`config.mk`:
```
export PLATFORM = sky130hd
export DESIGN_NAME = muldiv_seq
export DESIGN_NICKNAME = d
export VERILOG_FILES = /design/src/rtl/muldiv_seq.sv
export SDC_FILE = /design/constraint.sdc
export NUM_CORES = 1
export LEC_CHECK = 0
export CAP_MARGIN = 20
export CORE_ASPECT_RATIO = 1.25
export CORE_MARGIN = 3
export CORE_UTILIZATION = 45
export DETAILED_ROUTE_END_ITERATION = 7
export GPL_TIMING_DRIVEN = 0
export SLEW_MARGIN = 20
export SYNTH_ARGS = -nofsm -noshare
export SYNTH_HDL_FRONTEND = slang
export SYNTH_SLANG_ARGS = --single-unit
```
`constraint.sdc`:
```
create_clock -name clk -period 7.8 [get_ports clk]
set_clock_uncertainty 0.1 [all_clocks]
set_input_delay 1.56 -clock clk [delete_from_list [all_inputs] [get_ports clk]]
set_output_delay 1.56 -clock clk [all_outputs]
set_load 0.02 [all_outputs]
```
`src/rtl/muldiv_seq.sv`:
```
// Iterative RV32M multiply/divide sequencer (radix-2 shift-add / restoring shift-subtract).
// Define MULDIV_FAST_MUL_EN to compute multiplies with a single combinational multiply.
module muldiv_seq #(
    parameter int XLEN = 32
) (
    input  logic            clk,
    input  logic            reset,
    input  logic            startE,
    input  logic [2:0]      funct3E,
    input  logic [XLEN-1:0] srcAE,
    input  logic [XLEN-1:0] srcBE,
    input  logic            flushE,
    output logic            busyE,
    output logic            doneE,
    output logic [XLEN-1:0] resultE
);

    localparam int CW = $clog2(XLEN);

    typedef enum logic [1:0] {S_IDLE, S_CALC, S_DONE} state_t;

    state_t            state_q, state_d;
    logic [2:0]        f3_q, f3_d;
    logic [XLEN-1:0]   opnd_q, opnd_d;
    logic [2*XLEN-1:0] acc_q, acc_d;
    logic              neg_q, neg_d;
    logic [CW-1:0]     cnt_q, cnt_d;
    logic              done_q, done_d;
    logic [XLEN-1:0]   res_q, res_d;

    // Operand decode for the op being offered by EX.
    logic            is_div, a_signed, b_signed, sa, sb, neg_in;
    logic            div_zero, div_ovf, special, fast_mul, launch;
    logic [XLEN-1:0] a_mag, b_mag;

    always_comb begin
        is_div   = funct3E[2];
        a_signed = is_div ? ~funct3E[0] : (funct3E != 3'b011);
        b_signed = is_div ? ~funct3E[0] : ~funct3E[1];
        sa       = a_signed & srcAE[XLEN-1];
        sb       = b_signed & srcBE[XLEN-1];
        a_mag    = sa ? -srcAE : srcAE;
        b_mag    = sb ? -srcBE : srcBE;
        // Remainder takes the dividend's sign; everything else the product/quotient sign.
        neg_in   = (is_div & funct3E[1]) ? sa : (sa ^ sb);
        div_zero = is_div & (srcBE == '0);
        div_ovf  = is_div & ~funct3E[0] & (srcAE == {1'b1, {(XLEN-1){1'b0}}}) & (srcBE == '1);
        special  = div_zero | div_ovf;
`ifdef MULDIV_FAST_MUL_EN
        fast_mul = ~is_div;
`else
        fast_mul = 1'b0;
`endif
        launch   = (state_q == S_IDLE) & startE & ~flushE & ~done_q;
    end

    // One iteration step: hi half is the running sum / remainder, lo half the multiplier / quotient.
    logic [XLEN:0]     mul_sum, div_shift, div_diff;
    logic [2*XLEN-1:0] mul_next, div_next;

    always_comb begin
        mul_sum   = {1'b0, acc_q[2*XLEN-1:XLEN]} + (acc_q[0] ? {1'b0, opnd_q} : '0);
        mul_next  = {mul_sum, acc_q[XLEN-1:1]};
        div_shift = acc_q[2*XLEN-1:XLEN-1];
        div_diff  = div_shift - {1'b0, opnd_q};
        div_next  = div_diff[XLEN] ? {div_shift[XLEN-1:0], acc_q[XLEN-2:0], 1'b0}
                                   : {div_diff[XLEN-1:0], acc_q[XLEN-2:0], 1'b1};
    end

    // Sign fix-up and result selection, consumed in DONE.
    logic [2*XLEN-1:0] prod_fix;
    logic [XLEN-1:0]   div_raw, div_fix, res_sel;

    always_comb begin
        prod_fix = neg_q ? -acc_q : acc_q;
        div_raw  = f3_q[1] ? acc_q[2*XLEN-1:XLEN] : acc_q[XLEN-1:0];
        div_fix  = neg_q ? -div_raw : div_raw;
        if (f3_q[2])             res_sel = div_fix;
        else if (f3_q == 3'b000) res_sel = prod_fix[XLEN-1:0];
        else                     res_sel = prod_fix[2*XLEN-1:XLEN];
    end

    // State register.
    always_ff @(posedge clk) begin
        if (reset) state_q <= S_IDLE;
        else       state_q <= state_d;
    end

    // Next-state logic; flush has priority over everything.
    always_comb begin
        state_d = state_q;
        case (state_q)
            S_IDLE: if (launch) state_d = (special | fast_mul) ? S_DONE : S_CALC;
            S_CALC: if (cnt_q == '0) state_d = S_DONE;
            S_DONE: state_d = S_IDLE;
            default: state_d = S_IDLE;
        endcase
        if (flushE) state_d = S_IDLE;
    end

    // Outputs.
    always_comb begin
        busyE   = (state_q != S_IDLE);
        doneE   = done_q;
        resultE = res_q;
    end

    // Datapath next-state.
    always_comb begin
        // NOTE: every _d starts as a hold of its _q so no path leaves it unassigned (no latches).
        f3_d   = f3_q;
        opnd_d = opnd_q;
        acc_d  = acc_q;
        neg_d  = neg_q;
        cnt_d  = cnt_q;
        if (launch) begin
            f3_d   = funct3E;
            neg_d  = neg_in;
            opnd_d = is_div ? b_mag : a_mag;
            acc_d  = {{XLEN{1'b0}}, (is_div ? a_mag : b_mag)};
            cnt_d  = CW'(XLEN - 1);
            if (div_zero) begin
                acc_d = {srcAE, {XLEN{1'b1}}};
                neg_d = 1'b0;
            end else if (div_ovf) begin
                acc_d = {{XLEN{1'b0}}, 1'b1, {(XLEN-1){1'b0}}};
                neg_d = 1'b0;
            end
`ifdef MULDIV_FAST_MUL_EN
            else if (!is_div) begin
                acc_d = (2*XLEN)'(a_mag) * (2*XLEN)'(b_mag);
            end
`endif
        end else if (state_q == S_CALC) begin
            acc_d = f3_q[2] ? div_next : mul_next;
            cnt_d = cnt_q - 1'b1;
        end
        done_d = (state_q == S_DONE) & ~flushE;
        res_d  = done_d ? res_sel : res_q;
    end

    always_ff @(posedge clk) begin
        // NOTE: synchronous reset clears every register, including the datapath, so state is fully deterministic.
        if (reset) begin
            f3_q   <= '0;
            opnd_q <= '0;
            acc_q  <= '0;
            neg_q  <= 1'b0;
            cnt_q  <= '0;
            done_q <= 1'b0;
            res_q  <= '0;
        end else begin
            f3_q   <= f3_d;
            opnd_q <= opnd_d;
            acc_q  <= acc_d;
            neg_q  <= neg_d;
            cnt_q  <= cnt_d;
            done_q <= done_d;
            res_q  <= res_d;
        end
    end

endmodule
```
Yosys cells after proc, flatten, opt, wreduce, memory -nomap -nowiden
Index checks and enable logic that the tools add are counted.

storage, ports and cells
  memories = 0
  bits in registers = 140
  RAM bits = 0
  ROM bits = 0
  output and inout bits = 34
  input port bits = 71
  bits in latches = 0

cells by class
  multiply operators = 0
  bitwise gates (word level) = 17
  shift operators = 0
  add/subtract/negate cells = 7
  magnitude comparators = 0
  equal/unequal tests = 7
  divide/modulo/power cells = 0
  reductions and logical operators = 8
  muxes and demuxes = 27

operators with widths
  operator                                                number
  2-to-1 mux 64 bit                                       6
  2-to-1 mux 32 bit                                       10
  negator 32 bit                                          3
  equality test 32 bit (second input constant)            2
  negator 64 bit                                          1
  adder 32 x 32 -> 33 bit                                 1
  subtractor 33 x 32 -> 33 bit                            1
  zero test 32 bit                                        1
  AND 1 bit                                               11
  2-to-1 mux 5 bit                                        2
  2-to-1 mux 2 bit                                        3
  zero test 5 bit                                         1
  2-to-1 mux 1 bit                                        5
  subtractor 5 x 1 -> 5 bit (second input constant)       1
  inequality test 2 bit (second input constant)           2
  NOT 1 bit                                               4
  case mux 2 bit (2 select lines)                         1
  nonzero test 2 bit                                      2
  zero test 3 bit                                         1
  inequality test 3 x 2 -> 1 bit (second input constant)  1
  equality test 2 x 1 -> 1 bit (second input constant)    1
  equality test 2 bit (second input constant)             1
  zero test 2 bit                                         1
  AND reduction 2 bit                                     1
  other kinds (3)                                         3

Logic depth before layout (Yosys ltp)
Gate-level depths: netlist (run 1).

  word-level depth = 8
  mapped depth = 16

Worst setup path before layout (run 1)
OpenSTA, ideal clock, no wires.

  path kind = register -> register
  from = register f3_q[1]
  to = register res_q[30], in the netlist resultE[30]
  slack = 3.193 ns
  stages on the path, launching flop included = 17
  clock period less this slack = 4.607 ns
  arrival = 4.393 ns
  buffers on the path = 6
  path through = dfxtp_1 clkbuf_1 clkbuf_1 buf_1 buf_1 buf_1 buf_1 mux2i_1 ha_1 o21ai_0 o41a_1 nor2_1 nand3_1 or3_1 a31oi_1 a21oi_1 a21o_1

between the ends
  cells in the longest elaborated chain, start to end = 4

RTL lines
  element                 line  RTL
  start, declared         23    logic [2:0] f3_q, f3_d;
  start signal, assigned  145   f3_q <= '0;
  start signal, assigned  153   f3_q <= f3_d;
  2-to-1 mux 32 bit       76    div_raw = f3_q[1] ? acc_q[2*XLEN-1:XLEN] : acc_q[XLEN-1:0];
  negator 32 bit          77    div_fix = neg_q ? -div_raw : div_raw;
  2-to-1 mux 32 bit       77
  2-to-1 mux 32 bit *     78    if (f3_q[2]) res_sel = div_fix;
  end signal, assigned    159   res_q <= res_d;
  end, declared           29    logic [XLEN-1:0] res_q, res_d;

Mark *: on every way between the ends. The rest lies on a longest branch, timed or not.
A chain may end at the register's enable or synchronous reset.

Final worst setup path (run 1)
Ends and elaborated chain as after synthesis.

==> results.cfg, run 1 <==
[worst_setup_path]
cp_slowest_cell = buf_1
r2r_slack_ps = 560
rr_worst_depth = 16
crit_arrival_ps = 7500
crit_fanout = 10
cp-start-kind = register
cp_slowest_stage_delay_ps = 880
path_class = register to register
required_ps = 8060
path_cells = clkbuf_1, clkbuf_1, buf_1, buf_1, buf_1, buf_1, mux2i_1, ha_1, o21ai_0, o41a_1, nor2_1, nand3_1, or3_1, a31oi_1, a21oi_1, a21o_1
endpoint_kind = register
rr_endpoint = resultE[30]
r2r-start = f3_q[1]
crit_top_cell = buf_1

[yosys]
ys_async_sr_fraction_pct = 0
synth_top_area_share_pct = 17.91
synth_cells = 2260
seq_area_frac_synth_pct = 17.91
synth_ff_type = dfxtp_1
synth_nets = 2404
ys_seq_elements = 140
ys_warn_count = 0
synth_edf_count = 0
syn_area_mm2 = 0.01565
synth.area.top_cells = dfxtp_1, a21oi_1, mux2i_1, nor2_1, ha_1
syn_avg_cell_area_um2 = 6.925
synth_area_leader_cell = dfxtp_1
yosysUniqueCellTypes = 79

[min_path]
whs_path_depth = 1
hp-class = register to register
holdCritStartpoint = resultE[30]
hold_end = resultE[30]

[placement]
gp_congestion = 1.072
post-dp-hpwl_um = 64710
io_buffer_count = 103

[sta]
relSlewSlack_pct = 19.02
worst_pin_slew_ps = 1215
hold_viol_final = 0
fin_setup_tns_ps = 0
min_period_ps = 7235
finalCritPeriodShare_pct = 92.76
final_max_slew_viol_count = 0
setup_viol = 0
rsz0062_at_grt = false
fmax_mhz = 138.2

[global_routing]
grt_pass1_wl_um = 119800
gr-total-overflow = 0
grt_max_degree = 18
grtUsageTotal_pct = 42.80
antenna_found_initial = 2
grt_pass1_vias = 18820

[clock_tree]
numCtsBuffers = 17
cts.sinks = 140
tritoncts = done
postCtsHoldBufs = 0
cts-root-buf = clkbuf_16
clockBufferDepth = 2
clk_pin_slew_ps = 70
cts_resized = 0
htree_levels = 4
clock_latency_ps = 470
cts_setup_buffers = 0

[power]
power.switching_w = 0.001385
netSwitchingFraction_pct = 45.18
p_seq_share_pct = 26.1
ir_worst_vdd_mv = 0.1345
p_per_area_mw_per_mm2 = 171.0
p_leak_nw = 6.461
p_comb_share_pct = 44.4
p_int_w = 0.001680
clkPwrFrac_pct = 29.5

[floorplanning]
die-area_mm2 = 0.03707
fp.coreArea_mm2 = 0.03397
num_rows = 75
die_w_um = 172.8
die_h_um = 214.5
io_pins = 105
initial_utilization_pct = 46.07

[route]
detail-route-antenna-nets = 0
firstDrtPassIters = 8
wire_per_inst_um = 29.10
totalWireLength_um = 83220
num_vias = 19290
viasPerCell = 6.745
drt_iter0_markers = 2181
drc = 2

[run_status]
violations = DRC
outcome = finished, violations left

[finish]
area_delta_synth_final_pct = 14.49
drive_gt1_share_pct = 3.796
final_cell_mix = nor2_1, nand2_1, a21oi_1, clkbuf_1, o21ai_0
final_common_cell = nor2_1
fin_util_pct = 52.75
fill_cells = 3554
nNetsFinal = 2528

[run]
cap_violations = 0
## metal layers
metal  GRT usage (%)  vias to the layer above  share of wire, %
met2           68.44                     1278                44
li1                -                     8487                 -
met4           37.80                        0                11
met5               0                        -                 0
met3           10.54                      478               9.9
met1           47.03                     9048                35
## synthesized netlist by cell type (all sizes together) (58+ instances only)
| library cell | n |
|---|---|
| nor2 | 244 |
| nand2 | 233 |
| a21oi | 223 |
| clkbuf | 167 |
| o21ai | 165 |
| dfxtp | 140 |
| xnor2 | 96 |
| mux2i | 92 |
| xor2 | 80 |
| nor3 | 76 |
| ha | 71 |
| inv | 58 |
## power groups by stage
stage / combinational, W / sequential [W] / clock, W
2_1_floorplan: 0.000868 / 0.000793 / 0
3_3_place_gp: 0.00129 / 0.000813 / 0
3_5_place_dp: 0.00130 / 0.000814 / 0
4_1_cts: 0.00130 / 0.000797 / 0.000896
5_1_grt: 0.00144 / 0.000802 / 0.000924
6_report: 0.00136 / 0.000801 / 0.000903
## critical path: cells and delay by family (launching register included)
family | cells | cell delay (ps)
AO/OA/AOI/OAI | 5 | 1220
flip-flops | 1 | 360
multiplexers | 1 | 340
AND/OR/NAND/NOR | 3 | 1030
adder cells (fa/ha/maj) | 1 | 200
buffers and inverters | 6 | 3840
## how the worst max path moves through the flow
stage               cells after the start          end  slack, ps     from
finish                                 16  resultE[30]        560  f3_q[1]
global route                           16  resultE[30]        430  f3_q[1]
CTS                                    16  resultE[30]        920  f3_q[1]
detailed placement                     16  resultE[30]        970  f3_q[1]
global placement                       16  resultE[30]        970  f3_q[1]
floorplan                              16  resultE[30]       3190  f3_q[1]
## per-stage QoR
step                      hold WS, ps  power, W  area [um^2]  setup slack, ps  std cells
after floorplan                 331.9  0.001661        15650             3193       2260
after global placement          336.5  0.002103        17260            967.2       2825
after detailed placement        344.2  0.002109        17300            965.5       2827
after CTS                       360.3  0.002996        17920            919.9       2859
after global routing            368.3  0.003164        17920            427.9       2859
final                           359.9  0.003065        17920            564.6       2860
## flip-flops by register name (all words and copies together) (netlist names)
signal / cells
opnd_q: 32
cnt_q: 5
neg_q: 1
f3_q: 3
acc_q: 64
doneE: 1
resultE: 32
state_q: 2
## layout make-up
class	instances	area [um^2]	area share, %
clock inverter	15	193.9	1.082
timing repair buffer	105	1054	5.879
multi-input combinational	1866	11890	66.35
inverter	60	225.2	1.257
buffer	194	748.2	4.176
antenna	1	2.502	0.01397
tap	462	578.1	3.226
clock buffer	17	425.4	2.374
sequential	140	2803	15.64
## cells by family after synthesis
| group | count (synthesis) | synth area share, % |
|---|---|---|
| DFF | 140 | 17.91 |
| muxes | 109 | 7.107 |
| AOI/OAI and AO/OA | 724 | 29.36 |
| xor gates and xnor gates | 176 | 9.849 |
| buffers and inverters | 254 | 6.219 |
| and+or+nand+nor | 784 | 23.63 |
| adders and majority gates | 73 | 5.932 |
Note: power is estimated with default switching activity, not from simulation.
==> run 2, diff against run 1 <==
Settings changed: TNS_END_PERCENT set to 50.
==> results of run 2 <==
Same layout as run 1: the final DEF is identical, and so are final timing and power.
